### config.mk
export PLATFORM = sky130hd
export DESIGN_NAME = nes_pad_poller_flat
export DESIGN_NICKNAME = d
export VERILOG_FILES = /design/src/rtl/nes_pad_poller_if.sv /design/src/rtl/nes_pad_poller.sv /design/src/flat_wrapper.sv
export SDC_FILE = /design/constraint.sdc
export NUM_CORES = 1
export LEC_CHECK = 0
export BUFFER_PORTS_ARGS = -buffer_cell sky130_fd_sc_hd__buf_4
export CAP_MARGIN = 5
export CORE_UTILIZATION = 45
export DETAILED_ROUTE_END_ITERATION = 10
export PLACE_DENSITY_LB_ADDON = 0.12
export SYNTH_ARGS = -nofsm -noshare
export SYNTH_HDL_FRONTEND = slang
export SYNTH_SLANG_ARGS = --single-unit
export TNS_END_PERCENT = 10
### constraint.sdc
create_clock -name clk_10MHz -period 2.6 [get_ports clk_10MHz]
set_input_delay 0.52 -clock clk_10MHz [delete_from_list [all_inputs] [get_ports clk_10MHz]]
set_output_delay 0.52 -clock clk_10MHz [all_outputs]
set_load 0.01 [all_outputs]
### src/rtl/nes_pad_poller_if.sv
// nes_pad_poller_if: pad-side bus of the NES/SNES poller.
//   poll_req  scan request from the host
//   pad_data  serial data from each pad, active-low
//   latch     shared latch strobe to the pads, active-high
//   pad_clk   shared pad clock, idles high
//   buttons   held button state, active-high, pad p bit k at p*BITS_PER_PAD+k
//   pressed   newly-pressed flags, same indexing
//   valid     one-cycle pulse when buttons/pressed update
//   state     current FSM state code
// The master modport is the poller, the slave modport is the host/pad side.
interface nes_pad_poller_if #(
  parameter int NUM_PADS = 2,
  parameter int BITS_PER_PAD = 8
);
  logic poll_req;
  logic [NUM_PADS-1:0] pad_data;
  logic latch;
  logic pad_clk;
  logic [NUM_PADS*BITS_PER_PAD-1:0] buttons;
  logic [NUM_PADS*BITS_PER_PAD-1:0] pressed;
  logic valid;
  logic [2:0] state;
  modport master (input poll_req, pad_data, output latch, pad_clk, buttons, pressed, valid, state);
  modport slave (output poll_req, pad_data, input latch, pad_clk, buttons, pressed, valid, state);
endinterface

### src/rtl/nes_pad_poller.sv
// nes_pad_poller: periodically latches and shifts in NUM_PADS serial game pads in parallel.
//   clk_10MHz  the only clock, rising edge
//   reset      asynchronous active-high reset
//   bus        nes_pad_poller_if master: poll_req/pad_data in; latch/pad_clk/buttons/pressed/valid/state out
// Optional feature: define NES_PAD_EDGE_EN to build the newly-pressed edge detector;
// without it pressed is tied to 0.
module nes_pad_poller #(
  parameter int NUM_PADS = 2,
  parameter int BITS_PER_PAD = 8,
  parameter int CLK_DIV = 30,
  parameter int POLL_PERIOD = 166666
) (
  input logic clk_10MHz,
  input logic reset,
  nes_pad_poller_if.master bus
);
  localparam int W = NUM_PADS * BITS_PER_PAD;
  localparam int PW = $clog2(2 * CLK_DIV + 1);
  localparam int BW = BITS_PER_PAD > 1 ? $clog2(BITS_PER_PAD) : 1;
  localparam int IW = $clog2(POLL_PERIOD + 1);
  typedef enum logic [2:0] {IDLE = 3'd0, LATCH = 3'd1, CLK_LOW = 3'd2, CLK_HIGH = 3'd3, DONE = 3'd4} state_t;
  state_t cur, nxt;
  logic [PW-1:0] phase;
  logic [BW-1:0] bit_idx;
  logic [IW-1:0] idle_cnt;
  logic [W-1:0] shadow, buttons;
  logic valid, phase_end, start, last_bit, sample;
  always_ff @(posedge clk_10MHz or posedge reset)
    if (reset) cur <= IDLE;
    else cur <= nxt;
  always_comb begin
    phase_end = phase == PW'(cur == LATCH ? 2 * CLK_DIV - 1 : CLK_DIV - 1);
    start = bus.poll_req || idle_cnt == IW'(POLL_PERIOD - 1);
    last_bit = bit_idx == BW'(BITS_PER_PAD - 1);
    sample = phase_end && (cur == LATCH || cur == CLK_HIGH);
    nxt = cur;
    bus.latch = 1'b0;
    bus.pad_clk = 1'b1;
    case (cur)
      IDLE: nxt = start ? LATCH : IDLE;
      LATCH: begin
        bus.latch = 1'b1;
        nxt = phase_end ? (last_bit ? DONE : CLK_LOW) : LATCH;
      end
      CLK_LOW: begin
        bus.pad_clk = 1'b0;
        nxt = phase_end ? CLK_HIGH : CLK_LOW;
      end
      CLK_HIGH: nxt = phase_end ? (last_bit ? DONE : CLK_LOW) : CLK_HIGH;
      DONE: nxt = IDLE;
      default: nxt = IDLE;
    endcase
  end
  // bit_idx is 0 during LATCH, so last_bit there is only true for one-bit pads
  always_ff @(posedge clk_10MHz or posedge reset)
    if (reset) begin
      phase <= '0;
      bit_idx <= '0;
      idle_cnt <= '0;
      shadow <= '0;
      buttons <= '0;
      valid <= 1'b0;
    end else begin
      phase <= (cur == IDLE || cur == DONE || phase_end) ? '0 : phase + 1'b1;
      idle_cnt <= (cur == IDLE && !start) ? idle_cnt + 1'b1 : '0;
      bit_idx <= cur == IDLE ? '0 : (sample && !last_bit) ? bit_idx + 1'b1 : bit_idx;
      if (sample)
        for (int p = 0; p < NUM_PADS; p++) shadow[p * BITS_PER_PAD + int'(bit_idx)] <= ~bus.pad_data[p];
      if (cur == DONE) buttons <= shadow;
      valid <= cur == DONE;
    end
  assign bus.buttons = buttons;
  assign bus.valid = valid;
  assign bus.state = cur;
`ifdef NES_PAD_EDGE_EN
  logic [W-1:0] pressed;
  always_ff @(posedge clk_10MHz or posedge reset)
    if (reset) pressed <= '0;
    else pressed <= cur == DONE ? shadow & ~buttons : '0;
  assign bus.pressed = pressed;
`else
  assign bus.pressed = '0;
`endif
endmodule

### src/flat_wrapper.sv
// flat-port wrapper written by rule: the top's interface ports become plain ports
module nes_pad_poller_flat 
#(
  parameter int NUM_PADS = 2,
  parameter int BITS_PER_PAD = 8,
  parameter int CLK_DIV = 30,
  parameter int POLL_PERIOD = 166666
)
  (clk_10MHz, reset, bus_poll_req, bus_pad_data, bus_latch, bus_pad_clk, bus_buttons, bus_pressed, bus_valid, bus_state);
  nes_pad_poller_if #(.NUM_PADS(NUM_PADS), .BITS_PER_PAD(BITS_PER_PAD)) bus_i ();
  input logic clk_10MHz;
  input logic reset;
  input wire logic [$bits(bus_i.poll_req)-1:0] bus_poll_req;
  input wire logic [$bits(bus_i.pad_data)-1:0] bus_pad_data;
  output wire logic [$bits(bus_i.latch)-1:0] bus_latch;
  output wire logic [$bits(bus_i.pad_clk)-1:0] bus_pad_clk;
  output wire logic [$bits(bus_i.buttons)-1:0] bus_buttons;
  output wire logic [$bits(bus_i.pressed)-1:0] bus_pressed;
  output wire logic [$bits(bus_i.valid)-1:0] bus_valid;
  output wire logic [$bits(bus_i.state)-1:0] bus_state;
  assign bus_i.poll_req = bus_poll_req;
  assign bus_i.pad_data = bus_pad_data;
  assign bus_latch = bus_i.latch;
  assign bus_pad_clk = bus_i.pad_clk;
  assign bus_buttons = bus_i.buttons;
  assign bus_pressed = bus_i.pressed;
  assign bus_valid = bus_i.valid;
  assign bus_state = bus_i.state;
  nes_pad_poller #(.NUM_PADS(NUM_PADS), .BITS_PER_PAD(BITS_PER_PAD), .CLK_DIV(CLK_DIV), .POLL_PERIOD(POLL_PERIOD)) u_core (.clk_10MHz(clk_10MHz), .reset(reset), .bus(bus_i));
endmodule
==> results.py <==
metrics = {
    "detailed_routing": {
        "wirelength_um": 5478,
        "routedWlPerCell_um": 14.01,
        "via_count": 2034,
        "drt-initial-drc-count": 144,
        "detail-route-antenna-nets": 0,
        "drc": 8,
        "dr.pass1.iters": 7,
        "viasPerCell": 5.202,
    },
    "logic_synthesis": {
        "synth_cells": 282,
        "yosysSeqAreaShare_pct": 51.75,
        "async_flop_share_pct": 100.0,
        "ys_warn_count": 0,
        "synth_area_mm2": 0.003047,
        "ys_top_cells_by_area": "dfrtp_1, mux2_2, mux2i_1, xor2_1, buf_4",
        "yosysTopAreaCellShare_pct": 51.75,
        "synthFlopType": "dfrtp_1",
        "synth_enable_flop_cells": 0,
        "avgSynthCellArea_um2": 10.80,
        "synth_top_area_cell": "dfrtp_1",
        "synth_seq_cells": 63,
        "synth.distinct_cells": 41,
    },
    "cts": {
        "cts_root_buf": "clkbuf_8",
        "ctsLongestPathBuffers": 2,
        "clkLatencyLatePin_ns": 0.34,
        "cts_inserted_buffers": 9,
        "cts_tree": "yes",
        "cts_resized": 0,
        "ctsHoldBuffers": 0,
        "clock-sinks": 63,
        "cts-htree-levels": 3,
        "clkSlewWorstSetupHoldPaths_ns": 0.07,
        "post_cts.repair.setup_buffers": 0,
    },
    "sta": {
        "finalSetupViolCount": 0,
        "tightest_slew_ns": 0.5123,
        "fmax_ghz": 0.5053,
        "skew_ns": 0.005907,
        "fin_crit_ns": 1.979,
        "finalHoldViolCount": 0,
        "slew_headroom_pct": 65.36,
        "finalMaxSlewViolations": 0,
        "fin_setup_tns_ns": 0,
        "rsz0062_at_grt": "no",
        "hold_slack_ns": 0.1904,
        "period_share_pct": 76.12,
        "finalWorstSetupSlack_ns": 0.6209,
    },
    "final_layout": {
        "fin_area_mm2": 0.003468,
        "n_fill_cell": 585,
        "syn2layout_area_growth_pct": 13.84,
        "final_cells": 391,
        "antennaDiodeCount": 0,
        "fin_util_pct": 53.70,
        "regArea_mm2": 0.001577,
        "multi_input_area_mm2": 0.001271,
        "drive_gt1_share_pct": 21.66,
        "nNetsFinal": 319,
    },
    "floorplanning": {
        "die_h_um": 84.28,
        "start_util_pct": 47.17,
        "coreArea_mm2": 0.006459,
        "rows": 29,
        "die_w_um": 84.28,
        "io_pins": 43,
        "die_area_mm2": 0.007103,
    },
    "setup_path": {
        "path_class": "register to output pin",
        "cpPeakStageDelay_ns": 0.51,
        "crit_fanout": 8,
        "rr_worst_depth": 4,
        "cp.arrival_ns": 1.46,
        "crit_path_start_kind": "register",
        "r2r_slack_ns": 0.64,
        "reg2reg_from": "u_core.bus.state[0]",
        "crit_required_ns": 2.08,
        "worstReg2RegEnd": "u_core.shadow[6]",
        "endpoint_kind": "output pin",
        "slowest_stage": "dfrtp_1",
        "path_cells": "inv_1, or3_1, buf_4",
    },
    "global_routing": {
        "grt_start_max_net_pins": 24,
        "grt_util_all_layers_pct": 17.52,
        "antenna_found_initial": 0,
        "grt_pass1_vias": 1903,
        "grt_pass1_wl_um": 9577,
        "overflow": 0,
    },
    "outcome": {
        "outcome": "complete, but fails checks",
        "violations": "design-rule violations",
    },
    "flow_run": {
        "maxCapViolCount": 0,
    },
    "worst_hold_path": {
        "hp-class": "input pin to asynchronous set/reset pin",
    },
    "power_and_ir_drop": {
        "p_leak_nw": 1.658,
        "irDropWorstVdd_v": 0.0002576,
        "finalPower_mw": 2.570,
        "power.density_mw_per_mm2": 740.9,
    },
    "place": {
        "place.gp.congestion": 0.7718,
        "place_inst": 375,
        "portBuffers": 26,
        "dpl.hpwl_um": 3801,
        "place_area_mm2": 0.003256,
        "pre_cts_ws_ns": 0.6441,
    },
}
-- placed cells by master (no fill, tap or decap), types with 8 or more instances in the layout --
cell / instances
buf_4: 32
nor2_1: 19
mux2_2: 16
dfrtp_1: 63
conb_1: 16
clkbuf_8: 9
nor3_1: 12
mux2i_1: 16
nand4_1: 8
nand3_1: 19
xor2_1: 15
inv_1: 18
-- power breakdown --
part | switching, mW | internal, mW
logic | 0.253 | 0.201
clock network | 0.382 | 0.536
registers | 0.123 | 1.07
total | 0.758 | 1.81
-- per-layer routing --
layer | GRT usage [%] | part of all wire (%) | up-vias
met5 | 0 | 0 | -
met4 | 9.875 | 2.5 | 0
met3 | 3.540 | 3.2 | 11
met2 | 24.44 | 43 | 49
met1 | 25.40 | 52 | 977
li1 | - | - | 997
-- logic make-up (layout without fill, tap and decap cells) --
logic type | Yosys count | count (layout) | share of synthesized area (%)
mux | 33 | 33 | 11.66
flops | 63 | 63 | 51.75
fa+ha+maj | 5 | 5 | 2.053
xor+xnor | 17 | 17 | 4.887
other cells | 1 | 16 | 0.1231
compound gates | 20 | 20 | 4.147
simple gates | 93 | 93 | 17.00
buf+inv | 50 | 67 | 8.378
-- how the worst max path moves through the flow --
stage / start / to / slack (ns) / cells past startpoint
floorplan: reset / u_core.bit_idx[0] / 0.51 / 1
global placement: u_core.bus.state[0] / u_core.shadow[12] / 0.74 / 4
detailed placement: u_core.bus.state[0] / u_core.shadow[6] / 0.64 / 4
CTS: u_core.bus.state[1] / bus_pad_clk / 0.59 / 3
global route: u_core.bus.state[0] / u_core.shadow[5] / 0.42 / 4
finish: u_core.bus.state[1] / bus_pad_clk / 0.62 / 3
-- layout make-up --
type	count	area share, %
clock buffers	10	3.680
repair buffers	32	6.926
flip-flops and latches	63	45.45
clock inverters	6	2.453
well taps	77	2.778
inverters	19	2.056
multi-input cells	184	36.65
-- flip-flops by register name, summed over array words and instances (netlist names) --
name / flops
u_core.idle_cnt: 18
u_core.bus.buttons: 16
u_core.shadow: 16
u_core.phase: 6
u_core.bit_idx: 3
u_core.bus.state: 3
u_core.bus.valid: 1
-- synth_stat cells (2+ instances only) --
cell	instances
nor2_1	19
a21oi_1	6
nor4b_1	3
buf_4	16
mux2_2	16
nor4_1	3
o31ai_1	2
xor2_1	15
nand3_1	19
nor3_1	12
dfrtp_1	63
and2_1	3
a31oi_1	4
buf_2	5
nand2_1	4
ha_1	5
or3_1	5
nand4b_1	2
inv_1	19
clkbuf_1	4
o21ai_0	5
and4_1	3
mux2i_1	16
and3_1	4
xnor2_1	2
buf_1	5
nand4_1	8
-- critical path, delay by kind of cell (launching register included) --
family,cells,cell delay [ns]
DFF,1,0.51
and+or+nand+nor,1,0.37
buffers and inverters,2,0.24
No activity file was read; power rests on OpenSTA's default activity.
